File: src/rtl/result_drain.sv
// rtl/result_drain.sv - streams a captured 4x4 result matrix one element per transfer.
// Optional sticky overrun flag when RESULT_DRAIN_OVERRUN_EN is defined.
module result_drain #(
  parameter int COLMAJOR = 0
) (
  input  logic                   i_clk,
  input  logic                   i_arst,
  input  logic [3:0][3:0][15:0]  i_c,
  input  logic                   i_validResult,
  output logic [15:0]            o_data,
  output logic [1:0]             o_row,
  output logic [1:0]             o_col,
  output logic                   o_valid,
  input  logic                   i_ready,
  output logic                   o_last,
  output logic                   o_busy
`ifdef RESULT_DRAIN_OVERRUN_EN
  ,
  output logic                   o_overrun
`endif
);

  localparam logic [0:0] IDLE   = 1'b0;
  localparam logic [0:0] STREAM = 1'b1;

  logic [0:0]            state;
  logic [3:0]            k;
  logic [3:0][3:0][15:0] buffer;
  logic [1:0]            row_idx;
  logic [1:0]            col_idx;
  logic                  streaming;
  logic                  xfer;
  logic                  final_xfer;

  assign streaming  = (state == STREAM);
  assign xfer       = streaming && i_ready;
  assign final_xfer = xfer && (k == 4'd15);

  always_comb begin
    row_idx = k[3:2];
    col_idx = k[1:0];
    if (COLMAJOR != 0) begin
      row_idx = k[1:0];
      col_idx = k[3:2];
    end
  end

  // State is a flop, so valid/busy are registered; payload is forced to 0 in IDLE.
  assign o_valid = streaming;
  assign o_busy  = streaming;
  assign o_row   = streaming ? row_idx : 2'd0;
  assign o_col   = streaming ? col_idx : 2'd0;
  assign o_data  = streaming ? buffer[row_idx][col_idx] : 16'd0;
  assign o_last  = streaming && (k == 4'd15);

  always_ff @(posedge i_clk or posedge i_arst) begin
    if (i_arst) begin
      state  <= IDLE;
      k      <= 4'd0;
      buffer <= '0;
    end else if (state == IDLE) begin
      if (i_validResult) begin
        buffer <= i_c;
        k      <= 4'd0;
        state  <= STREAM;
      end
    end else if (xfer) begin
      // k wraps 15 -> 0 naturally, which also serves the back-to-back restart.
      k <= k + 4'd1;
      if (k == 4'd15) begin
        if (i_validResult) begin
          buffer <= i_c;
        end else begin
          state <= IDLE;
        end
      end
    end
  end

`ifdef RESULT_DRAIN_OVERRUN_EN
  always_ff @(posedge i_clk or posedge i_arst) begin
    if (i_arst) begin
      o_overrun <= 1'b0;
    end else if (streaming && i_validResult && !final_xfer) begin
      o_overrun <= 1'b1;
    end
  end
`endif

endmodule
File: config.mk
export PLATFORM = sky130hd
export DESIGN_NAME = result_drain
export DESIGN_NICKNAME = d
export VERILOG_FILES = /design/src/rtl/result_drain.sv
export SDC_FILE = /design/constraint.sdc
export NUM_CORES = 1
export LEC_CHECK = 0
export ABC_AREA = 0
export CELL_PAD_IN_SITES_DETAIL_PLACEMENT = 1
export CELL_PAD_IN_SITES_GLOBAL_PLACEMENT = 1
export CORE_MARGIN = 1
export CORE_UTILIZATION = 46
export CTS_CLUSTER_DIAMETER = 200
export DETAILED_ROUTE_END_ITERATION = 10
export GPL_ROUTABILITY_DRIVEN = 0
export PLACE_DENSITY = 0.94
export RECOVER_POWER = 50
export SLEW_MARGIN = 20
export SYNTH_ARGS = -nofsm -noshare
export SYNTH_HDL_FRONTEND = slang
export SYNTH_SLANG_ARGS = --single-unit
File: constraint.sdc
create_clock -name i_clk -period 16.7 [get_ports i_clk]
set_input_delay 5.01 -clock i_clk [delete_from_list [all_inputs] [get_ports i_clk]]
set_output_delay 5.01 -clock i_clk [all_outputs]
set_load 0.005 [all_outputs]
# ---- Word-level counts from Yosys, hierarchy flattened
# Index checks and enable logic that the tools add are counted.
dict set report totals {
  output_inout_bits 23
  inputBits 260
  ff_bits 261
  word_cells 47
}
dict set report op_classes {
  mux 18
  n_reduce_logical 5
  addsub 1
  eq_ne 3
  order_cmp 2
}
# operator n
set op_table {}
lappend op_table {{2-to-1 mux 256 bit} 4}
lappend op_table {{binary-select mux 64 bit (select 2 bit)} 1}
lappend op_table {{2-to-1 mux 64 bit} 1}
lappend op_table {{binary-select mux 16 bit (select 2 bit)} 1}
lappend op_table {{2-to-1 mux 16 bit} 2}
lappend op_table {{2-to-1 mux 4 bit} 3}
lappend op_table {{< comparator 2 x 3 -> 1 bit, second input constant} 2}
lappend op_table {{adder 4 x 1 -> 4 bit, second input constant} 1}
lappend op_table {{== test 4 bit, second input constant} 1}
lappend op_table {{2-to-1 mux 1 bit} 4}
lappend op_table {{2-to-1 mux 2 bit} 2}
lappend op_table {{!= test 2 x 1 -> 1 bit, second input constant} 2}
lappend op_table {{AND reduction 2 bit} 2}
lappend op_table {{logical AND 1 bit} 2}
lappend op_table {{nonzero test 2 bit} 1}

# ---- Depth between registers and ports, before layout
dict set report depth {
  ltp_word 5
  depth_mapped 8
}

# ---- Worst setup path after synthesis
# Ideal clock, no wire load.
dict set report synth_timing {
  path_kind {reg-to-output}
  startpoint {register k[0]}
  endpoint {output port o_data[10]}
  t_arrival_ns 1.439
  stages_incl_launch_ff 9
  required_time_ns 11.690
  path_slack_ns 10.251
  path_cell_list {dfrtp_1 buf_4 buf_6 nor2b_1 buf_2 buf_2 a22oi_1 nand3_1 nand2_1}
}
dict set report synth_between {
  elab_chain_cells 3
}
# element line_no
set synth_lines {}
lappend synth_lines {{from (decl)} 27} ;# logic [3:0] k;
lappend synth_lines {{from (signal assigned)} 69} ;# k <= k + 4'd1;
lappend synth_lines {{binary-select mux 16 bit (select 2 bit)} 53} ;# assign o_data = streaming ? buffer[row_idx][col_idx] : 16'd0;
lappend synth_lines {{2-to-1 mux 16 bit (not written as such)} 53}
lappend synth_lines {{2-to-1 mux 16 bit} 53}
lappend synth_lines {{to (decl)} 10} ;# output logic [15:0] o_data,
# No other way between the ends. The select of a mux whose other input is x is not followed.

# ---- Worst setup path in the final report
dict set report layout_timing {
  startpoint {input port i_ready}
  endpoint {register buffer[97] in the netlist's numbering}
}
dict set report layout_between {
  elab_chain_cells 3
}
# element line_no
set layout_lines {}
lappend layout_lines {{from (decl)} 14} ;# input logic i_ready,
lappend layout_lines {{logical AND 1 bit} 36} ;# assign xfer = streaming && i_ready;
lappend layout_lines {{!= test 2 x 1 -> 1 bit (no line)} n/a}
lappend layout_lines {{AND reduction 2 bit (no line)} n/a}
lappend layout_lines {{to (signal assigned)} 63} ;# buffer <= i_c;
lappend layout_lines {{to (signal assigned)} 72} ;# buffer <= i_c;
lappend layout_lines {{to (decl)} 28} ;# logic [3:0][3:0][15:0] buffer;
# No other way between the ends.
# A chain may end at the register's enable or synchronous reset.

==> qor.csv <==
stage,metric,value,unit
sta,Final WS setup,5.23,ns
placed_design,I/O Buffers,282,
critical_path,WP data arrival,11.91,ns
sta,Tmin final,11.47,ns
critical_path,CP required,17.13,ns
critical_path,CP max-delay cell,clkbuf_1,
sta,endpoints failing setup,0,
critical_path,"Largest delay share family, worst path",buffers and inverters,
routing,Pre-Repair DR Iteration Count,4,
floorplanning,Core Area,0.0281,sq mm
logic_synthesis,Yosys cell types,33,
floorplanning,Die Ht,172,microns
floorplanning,Horiz. Die Dim,172,microns
clock_tree,CTS Buf Count,29,
logic_synthesis,synth warn,0,
sta,RSZ-0062 raised after global routing,no,
floorplanning,row count,61,
status,status,finished with violations,
placed_design,pre-CTS setup slack,7.82,ns
floorplanning,die footprint,0.0296,sq mm
global_routing,total grt overflow,0,
pwr,pwr dens,192,mW/mm^2
logic_synthesis,Synth Instances,833,
routing,Post-DRT Antenna Nets,0,
routing,via count,8120,
critical_path,critical path's largest stage delay,2.09,ns
global_routing,Tot GR Track Use,26.8,%
clock_tree,Clock Tree Root,clkbuf_16,
status,failing checks,"capacitance limit, slew limit",
floorplanning,Initial Utilization,47.3,%
critical_path,Worst Setup Start Kind,input pin,
routing,drc violations,0,
logic_synthesis,Mapped Area,0.0133,sq mm
routing,top sig layer,met5,
critical_path,"critical path, cell by cell",dlygate4sd3_1 > nand2_1 > o21ai_0 > and2_0 > clkbuf_1 > clkbuf_1 > buf_4 > mux2_2,
sta,Min Hold Slack,0.488,ns
logic_synthesis,syn_area_per_cell,15.9,sq um
clock_tree,clk sinks,261,
pwr,P_leak,7.31,nW
clock_tree,post-CTS setup buffer count,0,
min_path,worst hold path type,flop to flop,
routing,routed wire length on met3,2.77,mm
critical_path,Crit path top cell by count,clkbuf_1,
global_routing,vias in the first global route,9383,
clock_tree,CTS resizes,0,
critical_path,CP Capture Type,flop,
routing,routed length on met2,20.0,mm
layout,fin nets,1356,
logic_synthesis,"top cells by area, synth","dfrtp_1 49%, mux2_4 27%, mux2i_1 7.1%, buf_12 3.9%, mux4_2 2.9%",
routing,final wirelength,39.5,mm
logic_synthesis,largest area contributor in the netlist,dfrtp_1,
global_routing,largest net degree at the start of global routing,118,
layout,final instance area,0.0167,sq mm
sta,count of final max-slew check failures,193,
global_routing,global-route wire length before repair,58.4,mm
pwr,maximum VDD drop,0.0959,mV
logic_synthesis,Seq cells post-synth,261,
routing,first-iteration detailed-routing DRC count,497,
clock_tree,"Clk pin slew, worst setup/hold paths",0.06,ns
layout,fillers,2703,
layout,Layout Utilization,59.3,%
clock_tree,Max clock buf depth,3,
placed_design,HPWL after DPL,27.2,mm
critical_path,CP Max Fanout,58,
critical_path,worst path buffer plus inverter count,4,
floorplanning,I/O pin count,283,
clock_tree,CTS tree,done,
routing,met1 wire length,15.5,mm
sta,fin crit share,68.7,%
critical_path,Crit Path Class,input pin to flop,
sta,clk_skew,0.00899,ns
clock_tree,CTS H-Tree Depth,1,
routing,DR vias/cell,5.42,
routing,drt wl/cell,26.4,microns
sta,final hold violation count,0,
global_routing,initial antenna violation count,3,
sta,setup tns final,0,ns
clock_tree,CTS Hold Bufs,0,
logic_synthesis,Syn Nets,1094,
sta,slew at the pin closest to its max-slew limit,5.28,ns
logic_synthesis,top cell type's share of synthesized area,49.2,%
logic_synthesis,register area share after synthesis,49.2,%
layout,share of cells above drive strength 1,24.4,%
layout,P&R area growth vs syn,25.4,%
clock_tree,Clock Latency Late Sink,0.55,ns
sta,Highest Clock Rate,0.0872,GHz
flow_run,max-cap viol count,3,
placed_design,dpl cell area,0.0159,sq mm
sta,Slew headroom,-254,%
cell usage in the layout (no fill, tap or decap), types with 2 or more instances in the layout:
cell type and instances:
clkinvlp_4 2, dlygate4sd3_1 4, nand2_1 21, mux2_2 18, mux2i_1 94, nand2b_1 12
clkbuf_1 8, diode_2 3, mux2_4 174, and2_1 4, clkinv_2 6, a22oi_1 47
buf_4 8, o211ai_1 4, nand3_1 24, clkbuf_16 29, nor2b_2 2, clkbuf_8 4
o21ai_0 8, xnor2_1 2, mux2_1 65, dfrtp_1 260, clkdlybuf4s50_1 278, nor2_1 4
bufinv_16 4, mux4_2 17
worst reg2reg max path: stages, from the launching register on:
cell	delay [ns]
dfrtp_2	0.88
ha_1	0.31
nand2_1	0.09
o21ai_0	0.21
and2_0	1.39
clkbuf_1	0.89
clkbuf_1	2.09
buf_4	1.10
mux2_2	0.45
registers in the layout, summed over array words and instances, names as in the netlist:
| name | count |
|---|---|
| buffer | 256 |
| k | 4 |
| o_busy | 1 |
cell usage after synthesis (all sizes together):
cell type and count:
dfrtp 261, nor2 5, and2 5, o211ai 4
and3 1, ha 1, mux2i 94, a22oi 47
nor2b 3, nand4 1, xor2 1, xnor2 2
clkbuf 6, nor3b 1, mux2 257, inv 1
a21o 1, o21ai 8, nand3 24, clkinv 1
nand2 22, buf 57, or2b 1, nand2b 12
mux4 17
power by group:
part / switching (mW) / internal [mW] / total [mW]
clock: 0.268 / 0.398 / 0.666
combinational: 0.575 / 0.774 / 1.35
sequential: 0.237 / 0.942 / 1.18
layer usage:
metal | up-vias | track usage [%]
met3 | 75 | 6.82
met5 | - | 0
met2 | 276 | 47.2
li1 | 3538 | -
met1 | 4229 | 32.0
met4 | 2 | 8.39
per-stage QoR:
| stage | total power [mW] | std cells |
|---|---|---|
| after global routing | 3.35 | 1494 |
| final | 3.19 | 1497 |
| after detailed placement | 2.58 | 1440 |
| after CTS | 3.28 | 1492 |
| after global placement | 2.50 | 1440 |
| after floorplan | 2.09 | 833 |
logic make-up (layout without fill, tap and decap cells):
logic type,count (synthesis),count (layout),synth area share [%]
buffers and inverters,65,348,5.84
multiplexers,368,368,38.5
adder cells (fa/ha/maj),1,1,0.0942
other,0,3,0
XOR/XNOR,3,3,0.198
flip-flops,261,261,49.2
AND/OR/NAND/NOR,75,75,2.87
AO/OA/AOI/OAI,60,60,3.27
path summary, 6_finish.rpt:
kind	startpoint	to	slack, ns	depth (start not counted)
min in group asynchronous	i_arst	buffer[138]	6.52	2
max in group asynchronous	i_arst	buffer[53]	6.96	4
setup reg to reg	k[0]	buffer[97]	9.18	8
hold / removal	buffer[212]	buffer[212]	0.49	1
hold reg to reg	buffer[212]	buffer[212]	0.49	1
setup / recovery	i_ready	buffer[97]	5.23	8
layout make-up:
class / instances / area [sq um] / share of cell area (%)
Multi-Input combinational cell: 507 / 5730 / 34.4
Inverter: 2 / 8.76 / 0.0526
Sequential cell: 261 / 6530 / 39.2
Clock buffer: 39 / 803 / 4.82
Timing Repair Buffer: 294 / 2930 / 17.6
Tap cell: 378 / 473 / 2.84
Antenna cell: 3 / 7.51 / 0.0451
Clock inverter: 13 / 174 / 1.04
(Power assumes the default switching activity.)
